## src/rtl/io_guard.sv

```systemverilog
// rtl/io_guard.sv - Z80 guest I/O permission guard with trap-mode config window.
module io_guard #(
    parameter logic [7:0] CFG_BASE  = 8'hF8,
    parameter int         PULSE_LEN = 2
) (
    input  logic       clk,
    input  logic       rst,
    input  logic       iorq_n,
    input  logic       m1_n,
    input  logic       rd_n,
    input  logic       wr_n,
    input  logic [7:0] addr,
    input  logic [7:0] data_in,
    output logic [7:0] data_out,
    output logic       data_oe,
    input  logic       trap_state,
    input  logic       virtual_enabled,
    output logic       io_block,
    output logic       io_violation
);

    typedef enum logic [1:0] {IDLE, ACT_OK, ACT_VIOL, ACT_CFG} state_t;

    localparam logic [1:0] PULSE_RELOAD = 2'(PULSE_LEN - 1);

    state_t      state, state_nx;
    logic        iorq_q;
    logic [31:0] map;
    logic [7:0]  cap_port, cap_data, wdata;
    logic        valid, dir, overflow;
    logic [2:0]  cfg_off;
    logic        cyc_wr;
    logic        cap_pend;
    logic [1:0]  pulse_cnt;
    logic        rearm;
    logic [7:0]  rd_mux;

    logic       start, guest, cfg_grp, denied, entry, leaving;
    logic [4:0] grp;

    assign start   = !iorq_n && iorq_q && m1_n;
    assign guest   = !trap_state && virtual_enabled;
    assign grp     = addr[7:3];
    assign cfg_grp = (grp == CFG_BASE[7:3]);
    assign denied  = !map[grp] || cfg_grp;
    assign leaving = (state != IDLE) && iorq_n;
    assign entry   = (state == IDLE) && (state_nx == ACT_VIOL);

    always_comb begin
        state_nx = state;
        case (state)
            IDLE: begin
                if (start) begin
                    if (!guest && cfg_grp)     state_nx = ACT_CFG;
                    else if (guest && denied)  state_nx = ACT_VIOL;
                    else                       state_nx = ACT_OK;
                end
            end
            default: begin
                if (iorq_n) state_nx = IDLE;
            end
        endcase
    end

    always_comb begin
        rd_mux = 8'h00;
        case (addr[2:0])
            3'd0: rd_mux = map[7:0];
            3'd1: rd_mux = map[15:8];
            3'd2: rd_mux = map[23:16];
            3'd3: rd_mux = map[31:24];
            3'd4: rd_mux = cap_port;
            3'd5: rd_mux = cap_data;
            3'd6: rd_mux = {5'b0, overflow, dir, valid};
            default: rd_mux = 8'h00;
        endcase
    end

    assign data_oe  = (state == ACT_CFG) && !rd_n && !iorq_n;
    assign data_out = data_oe ? rd_mux : 8'h00;

    always_ff @(posedge clk or posedge rst) begin
        if (rst) begin
            state        <= IDLE;
            iorq_q       <= 1'b0;
            map          <= 32'hFFFF_FFFF;
            cap_port     <= 8'h00;
            cap_data     <= 8'h00;
            wdata        <= 8'h00;
            valid        <= 1'b0;
            dir          <= 1'b0;
            overflow     <= 1'b0;
            cfg_off      <= 3'd0;
            cyc_wr       <= 1'b0;
            cap_pend     <= 1'b0;
            pulse_cnt    <= 2'd0;
            rearm        <= 1'b0;
            io_block     <= 1'b0;
            io_violation <= 1'b0;
        end else begin
            state    <= state_nx;
            iorq_q   <= iorq_n;
            io_block <= (state_nx == ACT_VIOL) || (state_nx == ACT_CFG);

            // Loading at start too lets a one-clock write still commit its data at exit.
            if (!wr_n && ((state != IDLE) || start)) wdata <= data_in;

            if ((state == IDLE) && (state_nx == ACT_CFG)) begin
                cfg_off <= addr[2:0];
                cyc_wr  <= !wr_n;
            end

            if (entry) begin
                if (!valid) begin
                    cap_port <= addr;
                    dir      <= !wr_n;
                    valid    <= 1'b1;
                    cap_pend <= !wr_n;
                    if (wr_n) cap_data <= 8'h00;
                end else begin
                    overflow <= 1'b1;
                    cap_pend <= 1'b0;
                end
            end

            if (leaving && (state == ACT_VIOL) && cap_pend) cap_data <= wdata;

            if (leaving && (state == ACT_CFG) && cyc_wr) begin
                case (cfg_off)
                    3'd0: map[7:0]   <= wdata;
                    3'd1: map[15:8]  <= wdata;
                    3'd2: map[23:16] <= wdata;
                    3'd3: map[31:24] <= wdata;
                    3'd7: begin
                        valid    <= 1'b0;
                        dir      <= 1'b0;
                        overflow <= 1'b0;
                    end
                    default: ;
                endcase
            end

            // A retrigger while high forces one low clock so the controller sees a fresh edge.
            if (entry) begin
                if (io_violation) begin
                    io_violation <= 1'b0;
                    rearm        <= 1'b1;
                end else begin
                    io_violation <= 1'b1;
                    pulse_cnt    <= PULSE_RELOAD;
                end
            end else if (rearm) begin
                io_violation <= 1'b1;
                pulse_cnt    <= PULSE_RELOAD;
                rearm        <= 1'b0;
            end else if (pulse_cnt != 2'd0) begin
                pulse_cnt <= pulse_cnt - 2'd1;
            end else begin
                io_violation <= 1'b0;
            end
        end
    end

endmodule

```

## config.mk

```make
export PLATFORM = sky130hd
export DESIGN_NAME = io_guard
export DESIGN_NICKNAME = d
export VERILOG_FILES = /design/src/rtl/io_guard.sv
export SDC_FILE = /design/constraint.sdc
export NUM_CORES = 1
export LEC_CHECK = 0
export CAP_MARGIN = 20
export CELL_PAD_IN_SITES_DETAIL_PLACEMENT = 0
export CELL_PAD_IN_SITES_GLOBAL_PLACEMENT = 1
export CORE_AREA = 2 2 87 89
export CTS_CLUSTER_SIZE = 16
export DETAILED_ROUTE_END_ITERATION = 8
export DIE_AREA = 0 0 89 91
export DONT_BUFFER_PORTS = 1
export GPL_TIMING_DRIVEN = 0
export PLACE_DENSITY = 0.77
export SETUP_SLACK_MARGIN = 0.1
export SLEW_MARGIN = 20
export SYNTH_ARGS = -nofsm -noshare
export SYNTH_HDL_FRONTEND = slang
export SYNTH_SLANG_ARGS = --single-unit
```

## constraint.sdc

```tcl
create_clock -name clk -period 4.5 [get_ports clk]
set_input_delay 0.9 -clock clk [delete_from_list [all_inputs] [get_ports clk]]
set_output_delay 0.9 -clock clk [all_outputs]
set_load 0.05 [all_outputs]
```

==> reports/qor.yml, run 1 <==
wl_per_cell_um: 20.6
finalCriticalPeriod_ns: 4.06
drc: 0
worstSetupStartpointType: "input pin"
cts_hold_buf: 0
drtIter0Drc: 101
synth.most_common_cell: "mux2_2"
synthCells: 303
r2r-start: "map[0]"
clkLatencyLatePin_ns: 0.35
netlist_top_cells_count: "mux2_2, dfrtp_1, dfstp_2, nor2_1, mux2i_1"
place.gp.congestion: 0.862
worst_ep_arrival_time_ns: 3.16
hold_viol: 0
cts_root_buf: "clkbuf_8"
grt_pass1_wl_mm: 14.2
skew_ns: 0.0131
seqCellArea_sq_um: 1840
slew_headroom: 0.322
power-per-cell-area_nw_per_um2: 390
io_pins: 35
cpMaxStageDelayCell: "nor2_1"
die_width_um: 89
antenna_found_initial: 0
clkSinkCount: 72
synth_seq_cells: 72
slowest_delay_ns: 0.68
worstSetupPathType: "input pin to primary output"
rsz0062_at_grt: "false"
drt-total-wl_mm: 8.63
cts_buffer_depth: 2
first_pass_iters: 4
critical_path_peak_fanout: 10
synthToLayoutAreaGrowth_pct: 9.97
ctsResizeCount: 0
peakVddDrop_mv: 0.264
min-delay-path-class: "input pin to async pin"
coreArea_sq_um: 7140
ant_nets: 0
design_area_sq_um: 4180
fp.dieArea_sq_um: 8100
power_mw: 1.63
synth_cell_type_count: 55
synth.avg_cell_area_sq_um: 12.5
num-fill-cells: 631
cap_violations: 0
synth-edff-count: 0
yosys.area.top_type: "dfrtp_1"
cts_setup_buffers: 0
synthTopCellsByArea: "dfrtp_1, dfstp_2, mux2_2"
cp_cell_sequence: "clkbuf_1 > buf_1 > clkbuf_1 > nand4b_1 > o21ai_0 > a21oi_1 > nor2_1"
worstPathRequired_ns: 3.60
setup_viol: 0
synth_nets: 328
synth_warnings: 0
io_buffer_count: 0
cts.clk_slew.worst_paths_ns: 0.08
placed_area_sq_um: 3980
grt_pass1_vias: 2533
vias: 2476
overflow: 0
viasPerCell: 5.91
multi_input_area_sq_um: 1870
nNetsFinal: 340
antenna-diode-count: 0
crit_start: "addr[0]"
outcome: "finished clean"
groute.usage.overall: 0.238
p_leak_nw: 1.71
placementRows: 31
crit_top_cell: "clkbuf_1"
cts-buffers-inserted: 9
htreeDepth: 3
ys.flop_type: "dfrtp_1"
cts_tree: "built"
initial_core_util: 0.533
die_h_um: 91
synth_area_sq_um: 3800
grt_max_degree: 48
tightest_slew_ns: 1.01
yosysSeqAreaShare: 0.484
drive_gt1_frac: 0.422
yosysTopAreaCellShare: 0.263
post-route-period-util: 0.903
async_reset_ff_frac: 1.00
maxSlewViolCount: 0
max_freq_ghz: 0.246
dpl.hpwl_mm: 6.26
endpoint_kind: "primary output"
## metal layers
metal	track usage	up-vias	share of wire
met5	0	-	0
met1	0.347	1248	0.46
met2	0.344	70	0.46
li1	-	1148	-
met3	0.0727	10	0.058
met4	0.0697	0	0.018
## flip-flops by register name, indices dropped and copies added (netlist names), 2 cells and up
signal,cells
cap_port,8
wdata,8
cap_data,8
map,32
cfg_off,3
state,2
pulse_cnt,2
## worst paths after layout
kind | end | slack, ns | cells after the start
setup / recovery | data_out[3] | 0.44 | 7
setup reg to reg | cap_port[4] | 1.85 | 7
hold / removal | pulse_cnt[1] | 0.38 | 1
max in group asynchronous | map[1] | 3.51 | 2
min in group clk | cap_port[4] | 0.49 | 1
hold reg to reg | cap_port[4] | 0.49 | 1
## critical path, delay by kind of cell
family	cells	cell delay [ns]
AO/OA/AOI/OAI	2	0.20
buffers and inverters	3	1.23
AND/OR/NAND/NOR	2	0.83
## cell usage in the layout, fill, tap and decap left out, types with 8 or more instances in the layout
cell / instances
nand2_1: 8
mux2_2: 49
mux2i_1: 14
dfstp_2: 32
nor2_1: 32
mux4_2: 9
clkbuf_1: 10
dfrtp_1: 40
clkbuf_8: 10
nor3_1: 9
## through the flow
stage / hold slack, ns / util / TNS [ns] / std cells / worst slack [ns]
finish: 0.381 / 0.586 / 0 / 419 / 0.438
global route: 0.398 / 0.586 / 0 / 419 / 0.256
CTS: 0.382 / 0.586 / 0 / 419 / 0.418
detailed placement: 0.475 / 0.558 / 0 / 403 / 0.428
global placement: 0.471 / 0.551 / -0.583 / 402 / -0.294
floorplan: 0.459 / - / 0 / 303 / 0.136
## cell type report
cell class                 instances  area share
multi-input combinational        206       0.448
sequential                        72       0.440
clock buffer                      11      0.0338
tap                               99      0.0296
buffer                            16      0.0194
clock inverter                     5      0.0138
inverter                           9     0.00868
timing repair buffer               1     0.00658
## report_power, final
part | leakage [nW] | internal (mW) | switching (mW) | total (mW)
Sequential | 0.841 | 0.750 | 0.102 | 0.853
Clock | 0.0916 | 0.270 | 0.248 | 0.518
Combinational | 0.774 | 0.143 | 0.119 | 0.262
## logic make-up (layout without fill, tap and decap cells)
kind of cell	after synthesis	in the layout	share of synthesized area
multiplexers	83	83	0.279
flip-flops	72	72	0.484
buffers and inverters	25	42	0.0303
AO/OA/AOI/OAI	38	38	0.0849
adder cells (fa/ha/maj)	1	1	0.00329
AND/OR/NAND/NOR	84	84	0.118
(Power assumes the default switching activity.)
==> run 2: changes to the inputs <==
--- a/config.mk
+++ b/config.mk
@@ -11,3 +11,3 @@
 export CORE_AREA = 2 2 87 89
-export CTS_CLUSTER_SIZE = 16
+export CTS_CLUSTER_DIAMETER = 30
 export DETAILED_ROUTE_END_ITERATION = 8
==> constraint.sdc (replaced) <==
create_clock -name clk -period 4.5 [get_ports clk]
set_input_delay 0 -clock clk [delete_from_list [all_inputs] [get_ports clk]]
set_output_delay 0 -clock clk [all_outputs]
set_load 0.05 [all_outputs]
==> reports/qor.yml, run 2 (synthesized netlist as in run 1, its figures left out) <==
outcome: "finished, violations left"
violations: "hold timing"
reg2reg_setup_slack_ns: 1.60
placementRows: 31
cts-buffers-inserted: 9
die_width_um: 89
hold_path_depth: 3
post-route-period-util: 0.645
ant_nets: 0
grt_pass1_wl_mm: 14.7
final_util: 0.608
worstSetupStartpointType: "flop"
power_mw: 1.65
dpl.hpwl_mm: 6.45
min-delay-path-class: "input pin to flop"
ctsResizeCount: 0
clkLatencyLatePin_ns: 0.35
hold_end: "overflow"
wl_per_cell_um: 20.5
cts_setup_buffers: 0
initial_core_util: 0.533
die_h_um: 91
critical_path_peak_fanout: 9
dr.max_layer_used: "met4"
routed-wl-met2_mm: 4.22
cts.clk_slew.worst_paths_ns: 0.08
place.gp.congestion: 0.817
drt-met1-wl_mm: 4.16
clkSinkCount: 72
io_pins: 35
htreeDepth: 3
num-fill-cells: 620
nNetsFinal: 357
seqCellArea_sq_um: 1840
vias: 2566
endpoint_kind: "flop"
setup_viol: 0
design_area_sq_um: 4340
worst_ep_arrival_time_ns: 3.13
placed_area_sq_um: 3980
synthToLayoutAreaGrowth_pct: 14.1
cts_buffer_depth: 2
worstPathRequired_ns: 4.73
overflow: 0
r2r-start: "map[0]"
cts_tree: "built"
first_pass_iters: 4
groute.usage.overall: 0.247
maxSlewViolCount: 0
viasPerCell: 5.89
max_freq_ghz: 0.345
routed-wl-met3_um: 439
cap_violations: 0
slew_headroom: 0.267
drt-total-wl_mm: 8.95
antenna-diode-count: 0
multi_input_area_sq_um: 1860
final_common_cell: "mux2_2"
drc: 0
fp.dieArea_sq_um: 8100
io_buffer_count: 0
reg2reg_to: "cap_port[4]"
grt_pass1_vias: 2641
peakVddDrop_mv: 0.254
final_cell_mix: "mux2_2, dfrtp_1, nor2_1, dfstp_2, dlygate4sd3_1"
p_leak_nw: 1.78
coreArea_sq_um: 7140
finalCriticalPeriod_ns: 2.90
holdWs_ns: -0.00303
drtIter0Drc: 134
skew_ns: 0.00803
hold_viol: 1
regMostFlops: "map"
grt_max_degree: 48
worstHoldStart: "iorq_n"
power-per-cell-area_nw_per_um2: 381
rsz0062_at_grt: "false"
crit_start: "map[0]"
drive_gt1_frac: 0.409
largest_reg_flops: 32
worstSetupPathType: "flop to flop"
tns_ns: 0
cts_root_buf: "clkbuf_8"
antenna_found_initial: 0
tightest_slew_ns: 1.07
r2r_cells: 7
## run 2: worst max-delay path: stages, from the launching register on
cell and delay, ns:
dfstp_2 0.39, nor2b_1 0.12, a2111oi_0 0.90, o41ai_4 0.23, a41oi_4 0.44, and2b_4 0.22, buf_8 0.16, mux2_1 0.32
## run 2: layout make-up
cell class	instances	share of cell area
Multi-Input combinational cell	206	0.429
Sequential cell	72	0.424
Inverter	9	0.00836
Tap cell	99	0.0285
Timing Repair Buffer	18	0.0438
Clock inverter	6	0.0153
Clock buffer	10	0.0317
Buffer	16	0.0187
## run 2: metal layers
metal,up-vias,global-route usage
met4,0,0.0759
met2,58,0.378
met5,-,0
met1,1316,0.357
met3,9,0.0455
li1,1183,-
## run 2: where the power goes
part / switching [mW] / internal, mW
clock network: 0.255 / 0.272
logic: 0.120 / 0.152
registers: 0.104 / 0.750
## run 2: worst max-delay path by stage
| stage | cells past startpoint | slack [ns] | endpoint |
|---|---|---|---|
| 6_report | 7 | 1.60 | cap_port[4] |
| 3_3_place_gp | 4 | -0.04 | data_out[7] |
| 3_5_place_dp | 7 | 1.63 | cap_port[4] |
| 5_1_grt | 7 | 1.51 | cap_port[4] |
| 4_1_cts | 7 | 1.62 | cap_port[4] |
| 2_1_floorplan | 4 | 0.66 | data_out[2] |
## run 2: through the flow
stage / std cells / worst slack (ns)
floorplan: 303 / 0.660
global placement: 402 / -0.0427
detailed placement: 404 / 1.63
CTS: 434 / 1.62
global route: 436 / 1.51
finish: 436 / 1.60
## run 2: what timing repair did
item	4_1_cts	5_1_grt
endpoints found under the setup margin	0	0
endpoints found under the hold margin	64	2
hold buffers	14	1
==> run 3: changes to the inputs <==
- CORE_AREA: 2 2 87 89 -> 2 2 93 95
- DIE_AREA: 0 0 89 91 -> 0 0 95 97
- PLACE_DENSITY: 0.77 -> 0.71
- clock period: 4.5 -> 2.52 ns (I/O delays scaled with it)
==> reports/qor.yml, run 3 (synthesized netlist as in run 1, its figures left out) <==
outcome: "finished clean"
r2r_cells: 6
cts_root_buf: "clkbuf_8"
tns_ns: 0
worstPathRequired_ns: 2.52
overflow: 0
coreArea_sq_um: 8130
tightest_slew_ns: 1.09
worstHoldStart: "m1_n"
p_leak_nw: 1.84
final_common_cell: "mux2_2"
largest_reg_flops: 32
dpl.hpwl_mm: 6.67
antenna-diode-count: 0
reg2reg_setup_slack_ns: 0.18
cts_buffer_depth: 2
max_freq_ghz: 0.423
fin_ws_ns: 0.153
worstSetupPathType: "flop to primary output"
vias: 2589
ant_nets: 0
first_pass_iters: 4
cts-buffers-inserted: 9
viasPerCell: 5.78
rsz0062_at_grt: "true"
drc: 0
antenna_found_initial: 0
power-per-cell-area_nw_per_um2: 704
setup_viol: 0
cp_cell_sequence: "inv_2 > nor4_4 > nand2_4 > buf_6 > a211oi_4"
cap_violations: 0
drtIter0Drc: 114
io_buffer_count: 0
r2r-start: "map[0]"
wl_per_cell_um: 21.1
cts.clk_slew.worst_paths_ns: 0.08
grt_pass1_vias: 2692
regMostFlops: "map"
min-delay-path-class: "input pin to flop"
groute.usage.overall: 0.223
finalCriticalPeriod_ns: 2.37
dp_slack_ns: -0.353
htreeDepth: 3
fp.dieArea_sq_um: 9220
power_mw: 3.17
worst_ep_arrival_time_ns: 2.37
critical_path_peak_fanout: 4
maxSlewViolCount: 0
placementRows: 33
post-route-period-util: 0.939
cpMaxStageDelayCell: "nor4_4"
grt_pass1_wl_mm: 15.3
synthToLayoutAreaGrowth_pct: 18.3
io_pins: 35
peakVddDrop_mv: 0.373
drive_gt1_frac: 0.455
hold_viol: 0
drt-total-wl_mm: 9.45
reg2reg_to: "cfg_off[1]"
skew_ns: 0.00617
grt_max_degree: 43
nNetsFinal: 363
endpoint_kind: "primary output"
clkLatencyLatePin_ns: 0.35
slew_headroom: 0.267
slowest_delay_ns: 0.75
worstSetupStartpointType: "flop"
final_cell_mix: "mux2_2, dfrtp_1, dfstp_2"
initial_core_util: 0.467
cts_tree: "built"
place.gp.congestion: 0.814
hold_path_depth: 3
hold_end: "rearm"
die_width_um: 95
clkSinkCount: 72
num-fill-cells: 707
die_h_um: 97
## run 3: how the worst max path moves through the flow
stage,startpoint,end,slack (ns),depth (start not counted)
after floorplan,map[0],cap_port[4],0.17,7
after global placement,map[0],cap_port[4],-0.36,7
after detailed placement,map[0],cap_port[4],-0.35,7
after CTS,state[0],data_out[7],0.07,5
after global routing,map[0],cap_data[4],0.09,8
final,state[0],data_out[2],0.15,5
## run 3: through the flow
stage / instances / cell area [sq um] / hold WS [ns] / utilization
2_1_floorplan: 303 / 3830 / 0.0314 / -
3_3_place_gp: 408 / 3960 / 0.0322 / 0.487
3_5_place_dp: 409 / 3980 / -0.0443 / 0.489
4_1_cts: 446 / 4470 / 0.00853 / 0.549
5_1_grt: 448 / 4500 / 0.0282 / 0.553
6_report: 448 / 4500 / 0.00902 / 0.553
## run 3: timing repair
item | in CTS | in global routing
hold endpoints to repair | 75 | 0
resized for setup | 15 | 2
pin swaps | 5 | 3
setup buffers | 7 | 2
hold buffers | 14 | 0
endpoints found under the setup margin | 34 | 8
## run 3: cell type report
class | instances | area, sq um | area share
multi-input combinational | 206 | 1930 | 0.429
sequential | 72 | 1840 | 0.410
timing repair buffer | 24 | 231 | 0.0515
clock buffer | 11 | 141 | 0.0314
tap | 105 | 131 | 0.0292
clock inverter | 5 | 104 | 0.0231
buffer | 16 | 81.3 | 0.0181
inverter | 9 | 36.3 | 0.00807
## run 3: power breakdown
part           internal (mW)  switching, mW
Combinational          0.277          0.231
Sequential              1.34          0.186
Clock                  0.686          0.447
## run 3: per-layer routing
layer  up-vias  wire length [um]  global-route usage
met5         -                 0                   0
met2        64              4480               0.340
met1      1332              4310               0.329
met4         0                92              0.0502
met3         9               565              0.0444
li1       1184                 -                   -
## run 3: worst max-delay path, delay by kind of cell, from the launching register on
family                 cells  cell delay, ns
AND/OR/NAND/NOR            2            0.83
flip-flops                 1            0.38
AO/OA/AOI/OAI              1            0.57
buffers and inverters      2            0.23
